$ cat config.mk
export PLATFORM = sky130hd
export DESIGN_NAME = serial_sub
export DESIGN_NICKNAME = d
export VERILOG_FILES = /design/src/rtl/sub_pkg.sv /design/src/rtl/full_sub.sv /design/src/rtl/serial_sub.sv
export SDC_FILE = /design/constraint.sdc
export NUM_CORES = 1
export LEC_CHECK = 0
export ABC_AREA = 1
export BUFFER_PORTS_ARGS = -buffer_cell sky130_fd_sc_hd__buf_2
export CORE_MARGIN = 2
export CORE_UTILIZATION = 40
export DETAILED_ROUTE_END_ITERATION = 10
export REMOVE_ABC_BUFFERS = 1
export SLEW_MARGIN = 20
export SYNTH_ARGS = -nofsm -noshare
export SYNTH_HDL_FRONTEND = slang
export SYNTH_HIERARCHICAL = 1
export SYNTH_SLANG_ARGS = --single-unit
$ cat constraint.sdc
create_clock -name clk -period 3.08 [get_ports clk]
set_clock_uncertainty 0.2 [all_clocks]
set_input_delay 0.616 -clock clk [delete_from_list [all_inputs] [get_ports clk]]
set_output_delay 0.616 -clock clk [all_outputs]
set_load 0.01 [all_outputs]
$ cat src/rtl/sub_pkg.sv
// Shared definitions for the bit-serial subtractor: FSM state encoding and
// the counter-width helper.
package sub_pkg;

  localparam logic [1:0] IDLE = 2'd0;
  localparam logic [1:0] RUN  = 2'd1;
  localparam logic [1:0] DONE = 2'd2;

  // Counter width for a WIDTH-bit operation; never narrower than one bit so
  // WIDTH=1 still has a legal counter.
  function automatic int cnt_width(input int w);
    return ($clog2(w) < 1) ? 1 : $clog2(w);
  endfunction

endpackage

$ cat src/rtl/full_sub.sv
// One-bit full subtractor cell: d = a - b - bin, with borrow out.
module full_sub (
  input  logic a,
  input  logic b,
  input  logic bin,
  output logic d,
  output logic bout
);

  assign d    = a ^ b ^ bin;
  assign bout = (~a & b) | (~(a ^ b) & bin);

endmodule

$ cat src/rtl/serial_sub.sv
// Bit-serial subtractor, LSB first, one bit per clock with start/done
// handshake. A single full_sub cell is reused for every bit position.
// Optional macro SERIAL_SUB_SAT_EN: clamp diff to 0 when the final borrow
// is set (borrow is still reported).
module serial_sub
  import sub_pkg::*;
#(
  parameter int WIDTH = 8
) (
  input  logic             clk,
  input  logic             rst_n,
  input  logic             start,
  input  logic [WIDTH-1:0] a,
  input  logic [WIDTH-1:0] b,
  output logic             busy,
  output logic             done,
  output logic [WIDTH-1:0] diff,
  output logic             borrow
);

  localparam int CW = cnt_width(WIDTH);

  logic [1:0]       state;
  logic [CW-1:0]    cnt;
  logic [WIDTH-1:0] a_sh;
  logic [WIDTH-1:0] b_sh;
  logic [WIDTH-1:0] res;
  logic [WIDTH-1:0] res_next;
  logic             bin;
  logic             d;
  logic             bout;
  logic             last;

  full_sub u_fs (
    .a    (a_sh[0]),
    .b    (b_sh[0]),
    .bin  (bin),
    .d    (d),
    .bout (bout)
  );

  assign last = (cnt == CW'(WIDTH - 1));

  // Result register with the new difference bit entering at the MSB; after
  // WIDTH shifts the LSB of the result sits at bit 0.
  always_comb begin
    res_next            = res >> 1;
    res_next[WIDTH-1]   = d;
  end

  // FSM, operand/result shifting, borrow chain and registered outputs.
  always_ff @(posedge clk) begin
    if (!rst_n) begin
      state  <= IDLE;
      cnt    <= '0;
      a_sh   <= '0;
      b_sh   <= '0;
      res    <= '0;
      bin    <= 1'b0;
      busy   <= 1'b0;
      done   <= 1'b0;
      diff   <= '0;
      borrow <= 1'b0;
    end else begin
      case (state)
        IDLE, DONE: begin
          // DONE accepts a new request too, giving back-to-back operation.
          done <= 1'b0;
          if (start) begin
            a_sh  <= a;
            b_sh  <= b;
            bin   <= 1'b0;
            cnt   <= '0;
            busy  <= 1'b1;
            state <= RUN;
          end else begin
            busy  <= 1'b0;
            state <= IDLE;
          end
        end
        RUN: begin
          // start, a and b are ignored here; only the shifted copies matter.
          res  <= res_next;
          a_sh <= a_sh >> 1;
          b_sh <= b_sh >> 1;
          bin  <= bout;
          cnt  <= cnt + CW'(1);
          if (last) begin
`ifdef SERIAL_SUB_SAT_EN
            diff <= bout ? '0 : res_next;
`else
            diff <= res_next;
`endif
            borrow <= bout;
            busy   <= 1'b0;
            done   <= 1'b1;
            state  <= DONE;
          end
        end
        default: begin
          busy  <= 1'b0;
          done  <= 1'b0;
          state <= IDLE;
        end
      endcase
    end
  end

endmodule

=== Word-level counts from Yosys, hierarchy flattened ===
Index checks and enable logic that the tools add are counted.

* Bits of input ports: 19
* Word-level logic and storage cells: 43
* Output and inout bits: 11
* Register bits after elaboration: 41

* Eq/ne operators: 5
* Reduce and logical (&&, ||, !) cells: 6
* Bitwise operators: 7
* Mux-type cells: 14
* $add $sub $neg: 1

{| class="wikitable"
|+ Operators with widths
! operator !! number
|-
| one-hot mux 8 bit (2 select lines) || 2
|-
| 2-to-1 mux 8 bit || 2
|-
| one-hot mux 3 bit (2 select lines) || 1
|-
| AND reduction 2 bit || 3
|-
| 2-to-1 mux 1 bit || 4
|-
| inequality test 2 bit, second input constant || 2
|-
| one-hot mux 1 bit (2 select lines) || 2
|-
| one-hot mux 2 bit (2 select lines) || 1
|-
| adder 3 x 1 -> 3 bit, second input constant || 1
|-
| equality test 3 bit, second input constant || 1
|-
| 2-to-1 mux 3 bit || 1
|-
| AND 1 bit || 2
|-
| equality test 2 x 1 -> 1 bit, second input constant || 1
|-
| equality test 2 bit, second input constant || 1
|-
| zero test 2 bit || 1
|-
| 2-to-1 mux 2 bit || 1
|-
| NOT 1 bit || 2
|-
| nonzero test 2 bit || 1
|-
| OR reduction 2 bit || 1
|-
| bitwise XOR 1 bit || 2
|-
| bitwise OR 1 bit || 1
|}

=== Longest topological paths before layout ===
Gate-level depths: netlist of the first run.

* Word-level depth: 5
* Gate-level depth with buffers: 7
* Depth with buffers taken out: 6

=== Modules after synthesis ===
The synthesis of the first run kept the hierarchy.

{| class="wikitable"
|+ By module, submodules not included
! module !! sequential area each (um^2) !! area each (um^2) !! cells an instance !! times used
|-
| serial_sub || 800.8 || 1901.8 || 250 || 1
|-
| full_sub || 0.0 || 31.3 || 4 || 1
|}

=== Least setup slack after synthesis of the first run ===
OpenSTA, ideal clock, no wires.

* Path kind: input -> register
* Start point: in start
* End point: reg b_sh[4]
* Stages on the path: 4
* Arrival: 1.065 ns
* Setup slack: 1.696 ns
* Path buffers: 1
* Data required time: 2.761 ns
* Setup time: 0.119 ns
* Path through: nand2_4 -> buf_4 -> nor3_1 -> nor2_2

* Cells in the longest elaborated chain, start to end: 2

{| class="wikitable"
|+ RTL lines
! element !! line !! source
|-
| start, declared || serial_sub.sv:12 || <nowiki>input logic start,</nowiki>
|-
| inequality test 2 bit (no line) || -- ||
|-
| AND reduction 2 bit (no line) || -- ||
|-
| end signal, assigned || serial_sub.sv:85 || <nowiki>b_sh <= b_sh >> 1;</nowiki>
|-
| end, declared || serial_sub.sv:26 || <nowiki>logic [WIDTH-1:0] b_sh;</nowiki>
|}

No other way between the ends.
A chain may end at the register's enable or synchronous reset.

=== Final worst setup path of the first run ===
* Start point: reg state[0]
* End point: reg diff[6]

* Cells in the longest elaborated chain, start to end: 2

{| class="wikitable"
|+ RTL lines
! element !! line !! source
|-
| start, declared || serial_sub.sv:23 || <nowiki>logic [1:0] state;</nowiki>
|-
| start signal, assigned || serial_sub.sv:54 || <nowiki>state <= IDLE;</nowiki>
|-
| start signal, assigned || serial_sub.sv:75 || <nowiki>state <= RUN;</nowiki>
|-
| start signal, assigned || serial_sub.sv:78 || <nowiki>state <= IDLE;</nowiki>
|-
| equality test 2 x 1 -> 1 bit || serial_sub.sv:65 || <nowiki>case (state)</nowiki>
|-
| AND reduction 2 bit (no line) || -- ||
|-
| end signal, assigned || serial_sub.sv:92 || <nowiki>diff <= res_next;</nowiki>
|-
| end, declared || serial_sub.sv:17 || <nowiki>output logic [WIDTH-1:0] diff,</nowiki>
|}

No other way between the ends.

==> flow_summary.yaml, run 1 <==
sta:
  tightest_slew_ps: 520
  worst_slew_margin_rel_pct: 65.4
  drv_slew: 0
  period_needed_ps: 1790
  hold_viol_final: 0
  hold_slack_ps: 262
  setup_viol: 0
  post-route-period-util_pct: 58.2
  fmax_ghz: 0.558
  fin_setup_tns_ps: 0
  rsz0062_at_grt: "false"
setup_path:
  critPathKind: "reg -> reg"
  cp_cell_sequence: "buf_4 -> inv_4 -> nor2_8 -> nand2_2 -> nand3_1 -> o21ai_0"
  cp.arrival_ps: 1780
  crit_path_end_kind: "flop"
  crit_family: "simple AND/OR/NAND/NOR gates"
  worstSetupStartpointType: "flop"
  crit_fanout: 35
  crit_buf_inv: 2
  cp_data_required_time_ps: 3060
  cpMaxStageDelayCell: "nor2_8"
  cpPeakStageDelay_ps: 390
pwr:
  power.density_nw_per_um2: 546
  power_leakage_nw: 0.963
  power_w: 0.00116
  peakVddDrop_uv: 217
layout:
  insertedDiodeCount: 0
  fin_nets: 297
  drive_above_1_share_pct: 21.7
  regArea_um2: 801
  fillers: 506
  syn2layout_area_growth_pct: 10.4
  instances_no_fill: 330
  multi_input_area_um2: 858
global_routing:
  grt_pass1_wl_mm: 6.27
  grt_max_degree: 36
  grt-ovfl-total: 0
  track_usage_pct: 14.7
  antenna_found_initial: 0
  grt_pass1_vias: 1433
synthesis:
  synthArstFlopShare_pct: 0
  yosysTopAreaCellShare_pct: 41.4
  yosys_warnings: 6
  avgSynthCellArea_um2: 7.61
  synthesis.instances: 254
  yosys.area.top_type: "dfxtp_1"
  seq_area_frac_synth_pct: 41.4
  synth_edf_count: 0
  yosysMostFrequentCell: "nand2_1"
  synth_seq_cells: 40
  yosys.cell_types.count: 24
  synthFlopType: "dfxtp_1"
  synth_area_leaders: "dfxtp_1, nand2_1, nand3_1"
  syn-cell-area_um2: 1930
  synth_common_cells: "nand2_1, dfxtp_1, nand3_1"
outcome:
  status: "completed"
die:
  die_x_um: 73.5
  ios: 30
  core-area_um2: 4690
  start_util_pct: 41.2
  die_h_um: 73.5
  core.rowCount: 25
  die-area_um2: 5410
route:
  drc: 0
  wl_per_cell_um: 11.0
  wl_mm: 3.63
  viasPerCell: 4.78
  drt_iter0_markers: 109
  ant_nets: 0
  vias: 1578
  firstDrtPassIters: 4
placed_design:
  portBuffers: 29
  gp_congestion: 0.763
  place_inst: 322
  detailed_place_hpwl_mm: 2.31
cts:
  clockBufferDepth: 2
  postCtsHoldBufs: 0
  htreeDepth: 2
  cts_tree: "yes"
  clock_sinks: 40
  cts_inserted_buffers: 5
  clk_latency_ps: 290
  post-cts-setup-buffers: 0
  ctsRootBufferMaster: "clkbuf_8"
  clk_pin_slew_ps: 80
  post_cts_resized: 0
hold_path:
  hold_class: "reg -> reg"
flow_run:
  maxCapViolCount: 0
## through the flow
step / setup slack (ps) / utilization (%) / cell area (µm²)
2_1_floorplan: 1280 / - / 1800
3_3_place_gp: 1190 / 43.1 / 2020
3_5_place_dp: 1170 / 43.1 / 2020
4_1_cts: 1250 / 45.5 / 2130
5_1_grt: 1100 / 45.5 / 2130
6_report: 1290 / 45.5 / 2130
## path summary, 6_finish.rpt
| path | from | endpoint | slack (ps) | depth (start not counted) |
|---|---|---|---|---|
| setup / recovery | state[0]$_SDFFE_PN0P_ | diff[6]$_SDFFE_PN0P_ | 1290 | 6 |
| setup reg to reg | state[0]$_SDFFE_PN0P_ | diff[6]$_SDFFE_PN0P_ | 1290 | 6 |
| hold / removal | cnt[0]$_SDFFE_PN0P_ | cnt[0]$_SDFFE_PN0P_ | 260 | 1 |
| hold reg to reg | cnt[0]$_SDFFE_PN0P_ | cnt[0]$_SDFFE_PN0P_ | 260 | 1 |
## per-layer routing
metal / vias to the layer above / track usage (%) / routed length (µm)
met4: 0 / 6.67 / 72
li1: 838 / - / -
met3: 5 / 2.61 / 105
met5: - / 0 / 0
met2: 25 / 23.3 / 1670
met1: 710 / 19.5 / 1790
## cell families after synthesis
logic type,synth area share [%]
DFF,41.4
AOI/OAI and AO/OA,7.51
adders and majority gates,2.33
and+or+nand+nor,34.6
buffers and inverters,14.2
## where the power goes
part / leakage [nW] / total, W / switching, W / internal (W)
Combinational: 0.581 / 0.000171 / 0.000108 / 0.0000626
Clock: 0.0541 / 0.000430 / 0.000190 / 0.000240
Sequential: 0.328 / 0.000564 / 0.0000132 / 0.000551
## cells in the final DEF, fill, tap and decap left out
| master | n |
|---|---|
| bufinv_16 | 1 |
| dfxtp_1 | 40 |
| nand3_2 | 12 |
| clkbuf_8 | 5 |
| nand3b_1 | 2 |
| buf_2 | 29 |
| clkinv_2 | 1 |
| nor2_1 | 24 |
| nand2_4 | 2 |
| inv_1 | 25 |
| clkinvlp_4 | 1 |
| fa_1 | 1 |
| o21ai_0 | 12 |
| ha_1 | 2 |
| nor3_1 | 15 |
| a21oi_2 | 2 |
| nand2_2 | 1 |
| clkinv_1 | 10 |
| buf_4 | 1 |
| nor2_8 | 1 |
| inv_4 | 2 |
| a21oi_1 | 12 |
| nor2_2 | 2 |
| nand3_1 | 29 |
| o21a_1 | 1 |
| nand2_1 | 43 |
## cell type report
class / instances / area share (%)
clock buffer: 5 / 3.22
timing repair buffer: 30 / 7.15
inverter: 37 / 6.74
clock inverter: 3 / 1.99
sequential: 40 / 37.5
multi-input combinational: 161 / 40.2
tap: 54 / 3.17
## sequential cells by signal, summed over array words and instances (netlist names)
| signal | flops |
|---|---|
| a_sh | 8 |
| bin | 1 |
| borrow | 1 |
| state | 2 |
| res | 7 |
| b_sh | 8 |
| busy | 1 |
| diff | 8 |
| done | 1 |
| cnt | 3 |
No activity file was read; power rests on OpenSTA's default activity.
==> inputs of run 2 (changes only) <==
Clock period 3.08 ns to 1.6 ns, I/O delays scaled along.
==> run 2 against run 1 <==
  * Combinational power rose by 110%
  * Clock power rose by 49%
  * Utilization rose by 1.2 points
  * Die area did not move
  * Critical path depth fell by 1
  * Global-route usage rose by 0.62 points
  * Sequential power rose by 93%
  * Cell count rose by 2.1%
  * Design area rose by 2.6%
  * Highest routed layer unchanged
==> flow_summary.yaml, run 2 (synthesized netlist as in run 1, its figures left out) <==
outcome:
  status: "completed"
cts:
  post_cts_resized: 0
  postCtsHoldBufs: 0
  post-cts-setup-buffers: 0
  ctsRootBufferMaster: "clkbuf_8"
  htreeDepth: 2
  cts_tree: "yes"
  clock_sinks: 40
  clockBufferDepth: 2
  clk_pin_slew_ps: 80
  cts_inserted_buffers: 5
  clk_latency_ps: 290
layout:
  insertedDiodeCount: 0
  final_area_um2: 2190
  syn2layout_area_growth_pct: 13.3
  fin_nets: 305
  reg_top3: "a_sh x8, b_sh x8, diff x8"
  mostFrequentLayoutCells: "nand2_1, dfxtp_1, nand3_1, buf_2, inv_1"
  final_common_cell: "nand2_1"
  drive_above_1_share_pct: 23.7
global_routing:
  grtUsageMet3_pct: 3.84
  use_met2_pct: 22.8
  grt-ovfl-total: 0
  track_usage_pct: 15.4
  use_met1_pct: 21.0
  grt_max_degree: 33
  grt_pass1_vias: 1414
  gr-max-usage-layer: "met2"
  grt_pass1_wl_mm: 6.49
  antenna_found_initial: 0
setup_path:
  critPathKind: "reg -> reg"
  cp_data_required_time_ps: 1620
  reg2reg_setup_slack_ps: 150
  cp.arrival_ps: 1470
  crit_fanout: 9
  crit_path_end_kind: "flop"
  worstSetupStartpointType: "flop"
sta:
  worst_slew_margin_rel_pct: 72.2
  rsz0062_at_grt: "false"
  drv_slew: 0
  hold_viol_final: 0
  hold_slack_ps: 57.4
  tightest_slew_ps: 417
  fmax_ghz: 0.692
  setup_viol: 0
  post-route-period-util_pct: 90.3
  period_needed_ps: 1450
placed_design:
  portBuffers: 29
  gp_congestion: 0.719
  placed_area_um2: 2110
  detailed_place_hpwl_mm: 2.52
route:
  wl_mm: 3.64
  drt_iter0_markers: 84
  wl_per_cell_um: 10.8
  vias: 1570
  viasPerCell: 4.66
  firstDrtPassIters: 4
  drc: 0
  ant_nets: 0
die:
  core-area_um2: 4690
  ios: 30
  die_x_um: 73.5
  start_util_pct: 41.2
  die-area_um2: 5410
  core.rowCount: 25
  die_h_um: 73.5
hold_path:
  hold_class: "in -> reg"
pwr:
  power.density_nw_per_um2: 953
  power_leakage_nw: 0.997
  peakVddDrop_uv: 440
flow_run:
  maxCapViolCount: 0
## run 2: final cells by class
| class | instances | area [µm²] |
|---|---|---|
| inverters | 37 | 144 |
| clock inverters | 2 | 12.5 |
| fillers | 491 | 2500 |
| clock buffers | 5 | 68.8 |
| flip-flops and latches | 40 | 801 |
| repair buffers | 38 | 238 |
| well taps | 54 | 67.6 |
| multi-input cells | 161 | 858 |
## run 2: stage by stage
stage / total power, W / std cells / setup TNS (ps) / worst slack, ps / util [%]
finish: 0.00209 / 337 / 0 / 154 / 46.7
global route: 0.00220 / 337 / 0 / 20.0 / 46.7
CTS: 0.00212 / 337 / 0 / 121 / 46.7
detailed placement: 0.00147 / 330 / 0 / 147 / 44.9
global placement: 0.00147 / 330 / 0 / 187 / 44.9
floorplan: 0.00135 / 238 / -2860 / -203 / -
## run 2: power by group
group          switching, W  internal (W)  total [W]
clock              0.000346      0.000295   0.000641
combinational      0.000213      0.000144   0.000357
sequential        0.0000280       0.00106    0.00109
total              0.000587       0.00150    0.00209
## run 2: critical path, stage by stage, from the launching register on
cell and delay (ps):
dfxtp_1 360, ha_1 160, ha_1 230, buf_4 200
nand3_1 80, a21oi_1 150
## run 2: path summary, 6_finish.rpt
path | start | endpoint | cells past startpoint
max | cnt[0]$_SDFFE_PN0P_ | diff[7]$_SDFFE_PN0P_ | 5
min reg2reg | diff[0]$_SDFFE_PN0P_ | diff[0]$_SDFFE_PN0P_ | 2
min | b[2] | b_sh[2]$_SDFFE_PN0P_ | 3
max reg2reg | cnt[0]$_SDFFE_PN0P_ | diff[7]$_SDFFE_PN0P_ | 5
## run 2: metal layers
metal / routed length, µm / vias up
met4: 68 / 0
li1: - / 855
met2: 1580 / 22
met5: 0 / -
met3: 116 / 6
met1: 1880 / 687
